File: src/rtl/keypad_pkg.sv
// Shared types and constants for the 4x4 matrix keypad scanner.
//   NUM_ROWS / NUM_COLS : keypad matrix geometry
//   kp_state_t          : scanner FSM states
//   lowest_low()        : index of the lowest active-low row
package keypad_pkg;

    localparam int unsigned NUM_ROWS = 4;
    localparam int unsigned NUM_COLS = 4;

    typedef enum logic [1:0] {
        SCAN,
        DEBOUNCE,
        HELD,
        REL_DEBOUNCE
    } kp_state_t;

    // Lowest-index row that is pulled low; returns 0 when none is low.
    function automatic logic [1:0] lowest_low(input logic [NUM_ROWS-1:0] r);
        logic [1:0] idx;
        idx = 2'd0;
        for (int i = NUM_ROWS - 1; i >= 0; i--) begin
            if (!r[i]) idx = 2'(i);
        end
        return idx;
    endfunction

endpackage

File: src/rtl/sync_2ff.sv
// Two-flop synchronizer for asynchronous level inputs.
//   clk   : destination clock
//   reset : synchronous, active-low; both stages reset to all ones
//   d     : asynchronous input
//   q     : synchronized output, two cycles behind d
module sync_2ff #(
    parameter int unsigned WIDTH = 1
) (
    input  logic             clk,
    input  logic             reset,
    input  logic [WIDTH-1:0] d,
    output logic [WIDTH-1:0] q
);

    logic [WIDTH-1:0] meta;

    always_ff @(posedge clk) begin
        if (!reset) begin
            meta <= '1;
            q    <= '1;
        end else begin
            meta <= d;
            q    <= meta;
        end
    end

endmodule

File: src/rtl/keypad_scanner.sv
// 4x4 matrix keypad scanner with press and release debouncing.
//   clk               : system clock
//   reset             : synchronous, active-low reset
//   rows              : keypad rows, asynchronous, active-low
//   cols              : column drive, active-low, exactly one bit low
//   new_key           : one-cycle pulse per accepted key press
//   key_pressed_value : one-hot last accepted key, bit = row*4 + col
module keypad_scanner
    import keypad_pkg::*;
#(
    parameter int unsigned SCAN_DIV        = 4000,
    parameter int unsigned DEBOUNCE_CYCLES = 200000
) (
    input  logic                         clk,
    input  logic                         reset,
    input  logic [NUM_ROWS-1:0]          rows,
    output logic [NUM_COLS-1:0]          cols,
    output logic                         new_key,
    output logic [NUM_ROWS*NUM_COLS-1:0] key_pressed_value
);

    localparam int unsigned SCAN_W = $clog2(SCAN_DIV);
    localparam int unsigned DEB_W  = $clog2(DEBOUNCE_CYCLES);
    localparam logic [SCAN_W-1:0] SCAN_LAST = SCAN_W'(SCAN_DIV - 1);
    localparam logic [DEB_W-1:0]  DEB_LAST  = DEB_W'(DEBOUNCE_CYCLES - 1);

    logic [NUM_ROWS-1:0] rows_s;
    kp_state_t           state;
    logic [1:0]          col_idx;
    logic [SCAN_W-1:0]   scan_cnt;
    logic [DEB_W-1:0]    deb_cnt;
    logic [1:0]          row_q;
    logic [1:0]          col_q;
    logic                row_up;
    logic                any_low;
    logic [1:0]          col_next;

    sync_2ff #(.WIDTH(NUM_ROWS)) u_rows_sync (
        .clk   (clk),
        .reset (reset),
        .d     (rows),
        .q     (rows_s)
    );

    assign row_up   = rows_s[row_q];
    assign any_low  = ~&rows_s;
    assign col_next = col_idx + 2'd1;

    // Scanner FSM; every output is a register.
    always_ff @(posedge clk) begin
        if (!reset) begin
            state             <= SCAN;
            col_idx           <= 2'd0;
            cols              <= 4'b1110;
            new_key           <= 1'b0;
            key_pressed_value <= '0;
            scan_cnt          <= '0;
            deb_cnt           <= '0;
            row_q             <= 2'd0;
            col_q             <= 2'd0;
        end else begin
            new_key <= 1'b0;
            case (state)
                SCAN: begin
                    if (scan_cnt == SCAN_LAST) begin
                        scan_cnt <= '0;
                        if (any_low) begin
                            // Park on this column; it stays driven while debouncing.
                            row_q   <= lowest_low(rows_s);
                            col_q   <= col_idx;
                            deb_cnt <= '0;
                            state   <= DEBOUNCE;
                        end else begin
                            col_idx <= col_next;
                            cols    <= ~(NUM_COLS'(1) << col_next);
                        end
                    end else begin
                        scan_cnt <= scan_cnt + SCAN_W'(1);
                    end
                end
                DEBOUNCE: begin
                    if (!row_up) begin
                        if (deb_cnt == DEB_LAST) begin
                            new_key           <= 1'b1;
                            key_pressed_value <= (NUM_ROWS*NUM_COLS)'(1) << {row_q, col_q};
                            state             <= HELD;
                        end else begin
                            deb_cnt <= deb_cnt + DEB_W'(1);
                        end
                    end else begin
                        // Bounce: rescan the same column from the start of its dwell.
                        deb_cnt  <= '0;
                        scan_cnt <= '0;
                        state    <= SCAN;
                    end
                end
                HELD: begin
                    if (row_up) begin
                        deb_cnt <= '0;
                        state   <= REL_DEBOUNCE;
                    end
                end
                REL_DEBOUNCE: begin
                    if (row_up) begin
                        if (deb_cnt == DEB_LAST) begin
                            deb_cnt  <= '0;
                            scan_cnt <= '0;
                            col_idx  <= col_next;
                            cols     <= ~(NUM_COLS'(1) << col_next);
                            state    <= SCAN;
                        end else begin
                            deb_cnt <= deb_cnt + DEB_W'(1);
                        end
                    end else begin
                        state <= HELD;
                    end
                end
                default: state <= SCAN;
            endcase
        end
    end

endmodule

File: config.mk
export PLATFORM = sky130hd
export DESIGN_NAME = keypad_scanner
export DESIGN_NICKNAME = d
export VERILOG_FILES = /design/src/rtl/keypad_pkg.sv /design/src/rtl/sync_2ff.sv /design/src/rtl/keypad_scanner.sv
export SDC_FILE = /design/constraint.sdc
export NUM_CORES = 1
export LEC_CHECK = 0
export CAP_MARGIN = 30
export CORE_MARGIN = 2
export CORE_UTILIZATION = 35
export DETAILED_ROUTE_END_ITERATION = 16
export PLACE_DENSITY = 0.61
export SYNTH_ARGS = -nofsm -noshare
export SYNTH_HDL_FRONTEND = slang
export SYNTH_SLANG_ARGS = --single-unit
File: constraint.sdc
create_clock -name clk -period 3.1 [get_ports clk]
set_input_delay 0.93 -clock clk [delete_from_list [all_inputs] [get_ports clk]]
set_output_delay 0.93 -clock clk [all_outputs]
set_load 0.02 [all_outputs]
==> results.py <==
metrics = {
    "status": {
        "status": "complete, no violations",
    },
    "layout": {
        "post-route-cell-area_um2": 3700,
        "syn2layout_area_growth_pct": 16.8,
        "nets": 399,
        "n_antenna_cell": 0,
        "layout_common_cells": "dfxtp_1 (67), nand2_1 (35), nor2_1 (27), o21ai_0 (27), clkdlybuf4s50_1 (26)",
        "drive_above_1_share_pct": 8.42,
        "final_common_cell": "dfxtp_1",
    },
    "clock_network": {
        "clk_latency_ns": 0.35,
        "clk_pin_slew_ns": 0.08,
        "ctsResizeCount": 0,
        "hold_buffers": 0,
        "postCtsSetupBuffers": 0,
        "htreeDepth": 3,
        "clock_path_buffers": 2,
        "cts.sinks": 67,
        "cts_inserted_buffers": 9,
        "clk_root_buffer_cell": "clkbuf_8",
        "tritoncts": "done",
    },
    "power": {
        "ir_drop_uv": 221,
        "leakagePower_nw": 1.29,
        "p_per_area_nw_per_um2": 427,
        "fin_total_pwr_mw": 1.58,
    },
    "die": {
        "rows": 34,
        "start_util_pct": 36.1,
        "die_y_um": 99.1,
        "ios": 27,
        "die-area_um2": 9820,
        "fp.dieW_um": 99.1,
        "core_um2": 8760,
    },
    "global_routing": {
        "grt_pass1_vias": 2357,
        "globalRouteOverflowTotal": 0,
        "grt_antenna_before_repair": 0,
        "grt.total_usage_pct": 13.8,
        "grt_pass1_wl_um": 11000,
        "grt_max_degree": 28,
    },
    "yosys": {
        "synthCells": 363,
        "yosys_warnings": 0,
        "synth_edf_count": 0,
        "ys_async_sr_fraction_pct": 0,
        "seq_area_frac_synth_pct": 42.4,
        "avgSynthCellArea_um2": 8.72,
        "syn_area_um2": 3160,
        "synth_fp_nets": 375,
        "synth.distinct_cells": 60,
        "synth_ff_type": "dfxtp_1",
        "synth_seq_cells": 67,
    },
    "detailed_routing": {
        "first_pass_iters": 4,
        "drc": 0,
        "num_vias": 2654,
        "routedWlPerCell_um": 13.2,
        "drt-total-wl_um": 6600,
        "vias_per_cell": 5.31,
        "antenna_left": 0,
        "first_iter_violations": 200,
    },
    "place": {
        "place.gp.congestion": 0.811,
        "portBuffers": 26,
        "dpl.hpwl_um": 4400,
        "postPlaceCellArea_um2": 3520,
    },
    "timing": {
        "grt_setup_unrepaired": "false",
        "period_share_pct": 85.0,
        "relSlewSlack_pct": 52.2,
        "finalSetupTns_ns": 0,
        "final_max_slew_viol_count": 0,
        "min_period_ns": 2.64,
        "fmax_mhz": 379,
        "finalHoldViolCount": 0,
        "skew_ns": 0.00838,
        "tightest_slew_ns": 0.712,
        "finalSetupViolations": 0,
    },
    "hold_path": {
        "hold_class": "flop to flop",
        "hold_start": "u_rows_sync.meta[2]",
        "holdPathStages": 1,
        "hold_end": "u_rows_sync.q[2]",
    },
    "critical_path": {
        "critPathArrivalTime_ns": 2.92,
        "worst_ep_required_time_ns": 3.38,
        "path_max_fanout": 21,
        "path_delay_family": "simple AND/OR/NAND/NOR gates",
        "crit_slowest_cell": "or4_1",
        "path_buf_inv": 0,
        "critPathLaunch": "scan_cnt[0]",
        "path_class": "flop to flop",
        "rrSetupSlack_ns": 0.46,
        "cpPeakStageDelay_ns": 0.58,
        "reg2reg_depth": 7,
        "path_cells": "ha_1, nand4_4, nor4_4, a211oi_1, a211o_1, or4_1, a21boi_1",
        "rr_endpoint": "deb_cnt[7]",
        "cp-start-kind": "flop",
        "r2r-start": "scan_cnt[0]",
        "cp-end-kind": "flop",
    },
    "run": {
        "maxCapViolCount": 0,
    },
}
[per-stage QoR]
step	std cells	worst slack, ns	util, %	hold WS [ns]
finish	500	0.465	42.2	0.410
global route	500	0.269	42.2	0.435
CTS	500	0.452	42.2	0.413
detailed placement	484	0.503	40.1	0.393
global placement	484	0.527	40.1	0.390
floorplan	363	0.943	-	0.386
[cell usage after synthesis, drive strengths merged, types with 4 or more instances]
library cell | count | area (µm²)
a21boi | 8 | 60.1
a21oi | 11 | 55.1
and2 | 8 | 50.1
and4 | 4 | 35.0
buf | 6 | 32.5
clkbuf | 12 | 46.3
dfxtp | 67 | 1340
ha | 6 | 75.1
inv | 11 | 41.3
nand2 | 37 | 149
nand2b | 10 | 62.6
nand3 | 18 | 90.1
nand3b | 8 | 60.1
nand4 | 13 | 103
nor2 | 28 | 113
nor2b | 14 | 87.6
o211ai | 11 | 82.6
o21ai | 28 | 144
o31ai | 14 | 110
or4 | 4 | 30.0
xor2 | 5 | 43.8
[flip-flops by register name (all words and copies together) (netlist names), named ones only]
name               count
state                  1
cols                   4
new_key                1
u_rows_sync.meta       4
row_q                  2
key_pressed_value     16
col_idx                2
scan_cnt              12
u_rows_sync.q          4
deb_cnt               18
col_q                  2
[power by group]
part | total, mW | internal, mW | switching [mW]
logic | 0.0471 | 0.0212 | 0.0259
clock network | 0.656 | 0.298 | 0.358
registers | 0.874 | 0.868 | 0.00612
total | 1.58 | 1.19 | 0.390
[per-layer routing]
metal	vias up	GRT usage (%)	part of all wire, %
met4	0	6.74	1.4
li1	1368	-	-
met5	-	0	0
met3	8	3.05	1.9
met2	23	20.8	45
met1	1255	18.5	52
[worst max-delay path by stage]
stage / endpoint / cells after the start
6_report: deb_cnt[7] / 7
5_1_grt: deb_cnt[6] / 7
4_1_cts: deb_cnt[7] / 7
3_5_place_dp: deb_cnt[7] / 7
3_3_place_gp: deb_cnt[7] / 7
2_1_floorplan: deb_cnt[11] / 9
[cells by family (layout without fill, tap and decap cells)]
logic type	after synthesis	in the layout	synth area share, %
AOI/OAI and AO/OA	86	86	18.1
xor gates and xnor gates	7	7	1.94
adders and majority gates	6	6	2.37
buffers and inverters	29	58	3.80
DFF	67	67	42.4
muxes	3	3	1.34
and+or+nand+nor	165	165	30.1
[layout make-up]
| cell class | count | area, µm² |
|---|---|---|
| Multi-Input combinational cell | 267 | 1700 |
| Clock inverter | 6 | 50.0 |
| Inverter | 11 | 41.3 |
| Clock buffer | 10 | 128 |
| Tap cell | 108 | 135 |
| Fill cell | 889 | 5070 |
| Sequential cell | 67 | 1340 |
| Timing Repair Buffer | 31 | 298 |
No activity file was read; power rests on OpenSTA's default activity.
==> variant (config.mk and constraints unchanged) <==
`SCAN_DIV`: 4000 -> 8000.
--- a/src/rtl/keypad_scanner.sv
+++ b/src/rtl/keypad_scanner.sv
@@ -8,7 +8,7 @@
 module keypad_scanner
     import keypad_pkg::*;
 #(
-    parameter int unsigned SCAN_DIV        = 4000,
+    parameter int unsigned SCAN_DIV        = 8000,
     parameter int unsigned DEBOUNCE_CYCLES = 200000
 ) (
     input  logic                         clk,
Behaviour: no difference found for any inputs over 10 cycles, from zero or initial values and one cycle with reset low; that may be too few to reach the edited logic, so the function may still have changed.
==> variant against the unedited design <==
Wire length grew 14%. Utilization shrank 0.45 points. Non-clock buffer count grew 5. Clock skew grew 4.6 ps. Power grew 1.0%. Cell area grew 3.3%. Sequential cell count grew 1. Fmax grew 0.88%. Worst setup slack gained 23 ps. Count of clock-buffer cells in the layout is the same. Synthesized cell count grew 8.3%. Hold slack lost 2.8 ps. Synthesized area grew 3.6%. Critical endpoint is now key_pressed_value[2]$_SDFFE_PN0P_. Highest routed layer unchanged.
==> variant: results (changes against the unedited design) <==
critical_path:
  critPathMaxFanout: 23  # +9.5%
  r2r-start: "deb_cnt[14]$_SDFFE_PN0P_"
  reg2reg_depth: 5  # -2
  reg2reg_slack_ps: 490  # +20 ps
  critPathTopFamily: "simple AND/OR/NAND/NOR gates"
  r2r-end: "key_pressed_value[2]$_SDFFE_PN0P_"
  cp_slowest_cell: "or4_1"
  slowest_delay_ps: 610  # +30 ps
cts:
  insertion_delay_ps: 350  # about the same
  root_buffer: "clkbuf_8"
  htree_levels: 3  # unchanged
  clk_path_buf_depth: 2  # unchanged
  cts-resized-gates: 0  # unchanged
  clk_pin_slew_ps: 80  # about the same
  cts-buffers-inserted: 9  # unchanged
  postCtsSetupBuffers: 0  # unchanged
finish:
  top_regs: "deb_cnt x18, key_pressed_value x16, scan_cnt x13"
  nNetsFinal: 428  # +7.3%
  drive_gt1_share_pct: 10.9  # +2.5 points
  fillerInstances: 904  # +1.7%
  stdcell_count: 532  # +6.4%
  diodes: 0  # unchanged
sta:
  skew_ps: 13.0  # +4.58 ps
  worst_pin_slew_ps: 647  # -65.5 ps
synthesis:
  synthTopCellsByArea: "dfxtp_1 42%, nand2_1 5.5%, a21oi_1 5.2%"
  ys_warn_count: 0  # unchanged
  syn-num-nets: 405  # +8.0%
  synth_commonest_cells: "68 x dfxtp_1, 48 x nand2_1, 34 x a21oi_1, 22 x nand3_1, 19 x nor2_1"
  syn-mean-instance-area_sq_um: 8.34  # -4.3%
  ys_seq_area_share_pct: 41.5  # -0.86 points
  synth_cell_types: 51  # -15%
  ys_async_sr_fraction_pct: 0  # unchanged
placed_design:
  port_buffers: 26  # unchanged
  placed_cells: 516  # +6.6%
  place.gp.congestion: 0.857  # +5.7%
  post-dp-hpwl_um: 5030  # +14%
global_route:
  grt_pass1_wl_um: 12900  # +17%
  track_usage_pct: 15.9  # +2.1 points
  antenna_found_initial: 0  # unchanged
  grt_pass1_vias: 2687  # +14%
  grt_max_degree: 33  # +18%
detailed_routing:
  totalWireLength_um: 7500  # +14%
  first_iter_violations: 172  # -14%
  vias: 2949  # +11%
hold_path:
  holdCritStartpoint: "u_rows_sync.meta[2]$_SDFF_PN1_"
  whs_endpoint: "u_rows_sync.q[2]$_SDFF_PN1_"
power_and_ir_drop:
  ir_drop_v: 0.000214  # -3.1%
  leakagePower_nw: 1.28  # -0.69%
run_status:
  status: "complete, no violations"
-- variant: cell types whose count changed after synthesis, sizes merged, moves of 10 or more --
| cell | delta |
|---|---|
| nor2b | -13 |
| o31ai | -14 |
| o211ai | -10 |
| o21ai | -10 |
| a21oi | +23 |
| nand2 | +11 |
| a31oi | +15 |
| nor3 | +13 |
-- variant: worst max-delay path by stage --
stage | start | slack (ps) | endpoint | cells past startpoint
floorplan | reset | 850 | deb_cnt[16]$_SDFFE_PN0P_ | 7
global placement | reset | 500 | deb_cnt[16]$_SDFFE_PN0P_ | 7
detailed placement | deb_cnt[14]$_SDFFE_PN0P_ | 490 | key_pressed_value[2]$_SDFFE_PN0P_ | 5
CTS | deb_cnt[14]$_SDFFE_PN0P_ | 440 | key_pressed_value[2]$_SDFFE_PN0P_ | 5
global route | deb_cnt[14]$_SDFFE_PN0P_ | 200 | key_pressed_value[2]$_SDFFE_PN0P_ | 5
finish | deb_cnt[14]$_SDFFE_PN0P_ | 490 | key_pressed_value[2]$_SDFFE_PN0P_ | 5
-- variant: report_power, final --
group / switching (mW) / internal (mW)
sequential: 0.00728 / 0.881
combinational: 0.0254 / 0.0209
clock: 0.349 / 0.310
-- variant: layout make-up --
cell class | count | share of cell area [%]
inverters | 11 | 1.08
repair buffers | 36 | 8.78
multi-input cells | 290 | 46.2
clock inverters | 6 | 1.05
flip-flops and latches | 68 | 35.6
well taps | 111 | 3.64
clock buffers | 10 | 3.60
-- variant: cell families (layout without fill, tap and decap cells) --
family	count (synthesis)	count (layout)	synth area share, %
compound gates	101	101	20.1
xor+xnor	2	2	0.534
fa+ha+maj	6	6	2.29
buf+inv	35	63	4.66
flops	68	68	41.5
mux	7	7	2.56
simple gates	174	174	28.4
-- variant: per-stage QoR --
stage          setup slack, ps  hold slack (ps)  area (sq um)
2_1_floorplan              847              386          3280
3_3_place_gp               499              390          3640
3_5_place_dp               486              397          3640
4_1_cts                    443              415          3820
5_1_grt                    204              431          3820
6_report                   487              408          3820
-- variant: metal layers --
metal / wire (um) / global-route usage (%) / share of wire, %
met5: 0 / 0 / 0
met3: 295 / 3.88 / 3.9
met4: 138 / 6.85 / 1.8
met1: 3790 / 21.7 / 51
met2: 3270 / 23.8 / 44
